## src/rtl/ryg_pkg.sv

```systemverilog
// Shared types for the two-road traffic-light bus.
// Phase and error encodings, bus patterns, sequencing helper.
package ryg_pkg;

  typedef enum logic [1:0] {
    PH_AG = 2'd0,
    PH_AY = 2'd1,
    PH_BG = 2'd2,
    PH_BY = 2'd3
  } phase_t;

  typedef enum logic [2:0] {
    E_NONE    = 3'd0,
    E_PATTERN = 3'd1,
    E_ORDER   = 3'd2,
    E_SHORT   = 3'd3,
    E_LONG    = 3'd4
  } err_t;

  typedef enum logic {
    S_ACQ   = 1'b0,
    S_TRACK = 1'b1
  } state_t;

  // Bus words {r,y,g}, bit1 = road A, bit0 = road B
  localparam logic [5:0] BUS_AG = 6'b01_00_10;
  localparam logic [5:0] BUS_AY = 6'b01_10_00;
  localparam logic [5:0] BUS_BG = 6'b10_00_01;
  localparam logic [5:0] BUS_BY = 6'b10_01_00;

  function automatic phase_t next_phase(phase_t p);
    return phase_t'(p + 2'd1);
  endfunction

endpackage

```

## src/rtl/ryg_decode.sv

```systemverilog
// Bus decoder: r/y/g to {legal, phase}.
// Any pattern other than the four legal words is illegal.
module ryg_decode
  import ryg_pkg::*;
(
  input  logic [1:0] r,
  input  logic [1:0] y,
  input  logic [1:0] g,
  output logic       legal,
  output phase_t     ph
);

  logic [5:0] bus;
  assign bus = {r, y, g};

  // match the bus against the four legal words
  always_comb begin
    legal = 1'b1;
    ph    = PH_AG;
    unique case (1'b1)
      (bus == BUS_AG): ph = PH_AG;
      (bus == BUS_AY): ph = PH_AY;
      (bus == BUS_BG): ph = PH_BG;
      (bus == BUS_BY): ph = PH_BY;
      default:         legal = 1'b0;
    endcase
  end

endmodule

```

## src/rtl/ryg_monitor.sv

```systemverilog
// Receive-side monitor for the traffic-light bus.
// Tracks phase order and dwell, flags pattern/timing errors.
module ryg_monitor
  import ryg_pkg::*;
#(
  parameter int GREEN_CYC  = 3,
  parameter int YELLOW_CYC = 2,
  parameter int CNT_W      = 4
) (
  input  logic       clk,
  input  logic       rst,
  input  logic [1:0] r,
  input  logic [1:0] y,
  input  logic [1:0] g,
  input  logic       clr_err,
  output logic [1:0] phase,
  output logic       locked,
  output logic       err_pulse,
  output logic       err_sticky,
  output logic [2:0] err_code,
  output logic [7:0] cycles
);

  logic             dec_ok;
  phase_t           dec_ph;

  state_t           state_q, state_d;
  logic             last_ok_q;
  phase_t           last_ph_q;
  phase_t           phase_q, phase_d;
  logic [CNT_W-1:0] dwell_q, dwell_d;
  logic [CNT_W-1:0] lim;
  logic [7:0]       cycles_q, cycles_d;
  logic             pulse_d, pulse_q;
  logic             sticky_q, sticky_d;
  err_t             code_q, code_d;
  err_t             err;

  ryg_decode u_dec (
    .r     (r),
    .y     (y),
    .g     (g),
    .legal (dec_ok),
    .ph    (dec_ph)
  );

  assign lim = (phase_q == PH_AG || phase_q == PH_BG)
             ? CNT_W'(GREEN_CYC) : CNT_W'(YELLOW_CYC);

  // sequencing, dwell check and error capture
  always_comb begin
    state_d  = state_q;
    phase_d  = phase_q;
    dwell_d  = dwell_q;
    cycles_d = cycles_q;
    err      = E_NONE;
    unique case (state_q)
      S_ACQ: begin
        if (!dec_ok) begin
          err = E_PATTERN;
        end else if (last_ok_q &&
                     dec_ph == next_phase(last_ph_q)) begin
          state_d = S_TRACK;
          phase_d = dec_ph;
          dwell_d = CNT_W'(1);
        end
      end
      S_TRACK: begin
        if (!dec_ok) begin
          err = E_PATTERN;
        end else if (dec_ph == phase_q) begin
          if (dwell_q >= lim)
            err = E_LONG;
          else if (dwell_q != '1)
            dwell_d = dwell_q + 1'b1;
        end else if (dec_ph == next_phase(phase_q)) begin
          if (dwell_q < lim) begin
            err = E_SHORT;
          end else begin
            phase_d = dec_ph;
            dwell_d = CNT_W'(1);
            if (dec_ph == PH_AG)
              cycles_d = cycles_q + 8'd1;
          end
        end else begin
          err = E_ORDER;
        end
      end
    endcase
    if (err != E_NONE) begin
      state_d = S_ACQ;
      dwell_d = '0;
    end
    pulse_d  = (err != E_NONE);
    sticky_d = sticky_q;
    code_d   = code_q;
    if (err != E_NONE) begin
      sticky_d = 1'b1;
      if (!sticky_q || clr_err)
        code_d = err;
    end else if (clr_err) begin
      sticky_d = 1'b0;
      code_d   = E_NONE;
    end
  end

  // state registers; last pattern follows the bus every cycle
  always_ff @(posedge clk) begin
    if (rst) begin
      state_q   <= S_ACQ;
      last_ok_q <= 1'b0;
      last_ph_q <= PH_AG;
      phase_q   <= PH_AG;
      dwell_q   <= '0;
      cycles_q  <= '0;
      pulse_q   <= 1'b0;
      sticky_q  <= 1'b0;
      code_q    <= E_NONE;
    end else begin
      state_q   <= state_d;
      last_ok_q <= dec_ok;
      last_ph_q <= dec_ph;
      phase_q   <= phase_d;
      dwell_q   <= dwell_d;
      cycles_q  <= cycles_d;
      pulse_q   <= pulse_d;
      sticky_q  <= sticky_d;
      code_q    <= code_d;
    end
  end

  assign phase      = phase_q;
  assign locked     = (state_q == S_TRACK);
  assign err_pulse  = pulse_q;
  assign err_sticky = sticky_q;
  assign err_code   = code_q;
  assign cycles     = cycles_q;

endmodule
```

## config.mk

```make
export PLATFORM = sky130hd
export DESIGN_NAME = ryg_monitor
export DESIGN_NICKNAME = d
export VERILOG_FILES = /design/src/rtl/ryg_pkg.sv /design/src/rtl/ryg_decode.sv /design/src/rtl/ryg_monitor.sv
export SDC_FILE = /design/constraint.sdc
export NUM_CORES = 1
export LEC_CHECK = 0
export ABC_AREA = 1
export BUFFER_PORTS_ARGS = -buffer_cell sky130_fd_sc_hd__buf_2
export CORE_MARGIN = 2
export CORE_UTILIZATION = 40
export DETAILED_ROUTE_END_ITERATION = 10
export PLACE_DENSITY = 0.61
export SLEW_MARGIN = 5
export SYNTH_ARGS = -nofsm -noshare
export SYNTH_HDL_FRONTEND = slang
export SYNTH_HIERARCHICAL = 1
export SYNTH_SLANG_ARGS = --single-unit
```

## constraint.sdc

```tcl
create_clock -name clk -period 4.9 [get_ports clk]
set_clock_uncertainty 0.2 [all_clocks]
set_input_delay 0.49 -clock clk [delete_from_list [all_inputs] [get_ports clk]]
set_output_delay 0.49 -clock clk [all_outputs]
set_load 0.01 [all_outputs]
```

==> run_results.csv <==
group,metric,value,unit
detailed_routing,via_count,1228,
detailed_routing,drt_wl_total,2.53,mm
clocking,clk_pin_slew_worst_paths,130,ps
setup_path,cp_cell_sequence,"buf_2 -> nor2_1 -> nand3_1 -> nand2_1 -> inv_2 -> nand2_2 -> nand2_2 -> nand2_2 -> nand2_2 -> nor2_4 -> nand4_4 -> clkinv_2 -> nand3_1 -> nand2_1 -> nor2_1",
clocking,root_buffer,"clkbuf_4",
setup_path,critPathTopFamily,"simple AND/OR/NAND/NOR gates",
power_and_ir_drop,switching_share,25.1,%
setup_path,reg2reg_to,"dwell_q[0]",
setup_path,r2r-start,"phase[0]",
sta,period_minus_slack,2080,ps
place,gp_congestion,0.849,
detailed_routing,drtAntennaViolNets,0,
setup_path,max_stage_delay,220,ps
clocking,clk_path_buf_depth,2,
global_route,grt_pass1_vias,1036,
logic_synthesis,yosysMostFrequentCell,"nand2_1",
logic_synthesis,syn-num-nets,207,
setup_path,cp-end-kind,"register",
setup_path,critical_path_arrival,2110,ps
sta,setup_viol,0,
logic_synthesis,synth-async-reset-ratio,0,%
cells_and_area,nets,235,
sta,fin_ws,2820,ps
worst_hold_path,min_to,"cycles[4]",
cells_and_area,diodes,0,
logic_synthesis,ys.flop_type,"dfxtp_1",
logic_synthesis,synth_top_area_share,35.8,%
clocking,clkLatencyLatePin,310,ps
flow_run,max_cap_viol_count,0,
setup_path,crit_type,"in -> reg",
cells_and_area,final_cell_count_no_fill,266,
die,core,3050,µm²
clocking,cts_buffers,3,
place,dpl.hpwl,2.05,mm
die,die-area,3690,µm²
global_route,grt_use_total,16.2,%
power_and_ir_drop,p_int,231,µW
status,outcome,"finished clean",
sta,rsz0062_at_grt,"no",
sta,whs,247,ps
logic_synthesis,avgSynthCellArea,6.60,µm²
logic_synthesis,yosysTopAreaCell,"dfxtp_1",
logic_synthesis,synth-seq-area-share,35.8,%
die,initial_core_util,42.1,%
clocking,cts_setup_buffers,0,
sta,worst_slew_pin_slew,280,ps
cells_and_area,area_growth,15.5,%
sta,tns,0,ps
power_and_ir_drop,power_leakage,0.000725,µW
power_and_ir_drop,switching_power,77.6,µW
logic_synthesis,synth_edf_count,0,
sta,finalCritPeriodShare,42.5,%
setup_path,reg2reg_depth,12,
setup_path,cp_slowest_cell,"nand2_1",
logic_synthesis,ys_ff_latch,23,
sta,slew_violations,0,
setup_path,reg2reg_slack,3000,ps
logic_synthesis,syn_inst,195,
worst_hold_path,hold_class,"in -> reg",
global_route,antenna_found_initial,0,
die,dieWidth,60.7,µm
die,io_pins,25,
clocking,cts_sinks,23,
die,die_h,60.7,µm
die,num_rows,20,
clocking,htree_levels,1,
cells_and_area,fillers,348,
sta,relSlewSlack,81.2,%
sta,max_freq,480,MHz
clocking,postCtsHoldBufs,0,
worst_hold_path,whs_path_depth,2,
power_and_ir_drop,peakVddDrop,74.7,µV
logic_synthesis,syn-cell-area,1290,µm²
logic_synthesis,ys_warn_count,6,
detailed_routing,dr.pass1.iters,4,
worst_hold_path,hold_path.startpoint,"rst",
sta,hold_viol_final,0,
detailed_routing,drtIter0Drc,31,
setup_path,path_max_fanout,8,
global_route,grt_pass1_wl,4.51,mm
detailed_routing,drc,0,
place,dp_worst_setup_slack,2460,ps
setup_path,startpoint,"g[1]",
place,dp_cells,262,
power_and_ir_drop,power_frac_seq,62.1,%
setup_path,critPathBufInv,3,
logic_synthesis,ys_top_cells_by_count,"nand2_1 (44), nor2_1 (34), inv_1 (24)",
logic_synthesis,synth_area_leaders,"dfxtp_1 (36%), nand2_1 (13%), nor2_1 (9.9%)",
power_and_ir_drop,p_clk_share,29.0,%
detailed_routing,vias_per_cell,4.62,
power_and_ir_drop,comb_power_share,9.0,%
clocking,post_cts_resized,0,
clocking,cts_tree,"yes",
global_route,grt_max_degree,14,
setup_path,cp-start-kind,"input port",
power_and_ir_drop,p_per_area,208,nW/µm²
cells_and_area,drive_above_1_share,19.4,%
logic_synthesis,yosysUniqueCellTypes,22,
global_route,overflow,0,
setup_path,cpMostUsedCell,"nand2_2",
place,port_buffers,24,
setup_path,required,4930,ps
detailed_routing,wl_per_cell,9.53,µm
[per-layer routing]
metal	track usage, %	wire length (µm)	vias up
met2	25.0	1100	23
met4	6.52	44	0
met1	22.3	1290	528
li1	-	-	672
met3	3.20	102	5
met5	0	0	-
[cell usage in the layout (no fill, tap or decap), types with 2 or more instances in the layout]
cell type,instances
inv_1,24
clkinv_2,2
nor2_2,3
buf_2,24
nand4_1,6
dfxtp_1,23
nand2_2,6
o21ai_0,6
nor2_4,2
xnor2_1,3
inv_2,2
nor2_1,34
nand3_1,20
a21oi_1,9
ha_1,3
clkbuf_4,3
xor2_1,3
nand2_1,44
[power groups by stage]
stage,logic [µW],clock network (µW),registers [µW]
after floorplan,16.2,0,197
after global placement,28.0,0,196
after detailed placement,28.1,0,196
after CTS,28.1,93.2,192
after global routing,32.3,103,192
final,27.7,89.4,192
[kinds of logic after synthesis]
group | Yosys count | share of synthesized area (%)
fa+ha+maj | 3 | 2.92
compound gates | 15 | 5.84
xor+xnor | 6 | 4.09
flops | 23 | 35.8
simple gates | 119 | 42.8
buf+inv | 29 | 8.56
[registers in the layout, indices dropped and copies added (netlist names)]
signal      count
err_sticky      1
phase           2
last_ph_q       2
err_code        3
locked          1
cycles          8
err_pulse       1
dwell_q         4
last_ok_q       1
[worst max path at each step]
stage	cells after the start	slack, ps	end
final	15	2820	cycles[2]
after global routing	15	2550	dwell_q[1]
after CTS	16	2810	cycles[2]
after detailed placement	16	2460	cycles[2]
after global placement	16	2470	cycles[2]
after floorplan	14	2780	cycles[2]
[through the flow]
| stage | cell area (µm²) | total power [µW] | utilization [%] |
|---|---|---|---|
| finish | 1490 | 309 | 48.6 |
| CTS | 1490 | 313 | 48.6 |
| global placement | 1460 | 224 | 47.7 |
| global route | 1490 | 328 | 48.6 |
| detailed placement | 1460 | 224 | 47.7 |
| floorplan | 1290 | 214 | - |
[cell type report]
type                       instances  area, µm²  area share, %
multi-input combinational        143        716           48.2
sequential                        23        460           31.0
timing repair buffer              24        120           8.09
inverter                          28        106           7.16
tap                               44       55.1           3.71
clock buffer                       3       22.5           1.52
clock inverter                     1       5.00          0.337
(Power assumes the default switching activity.)
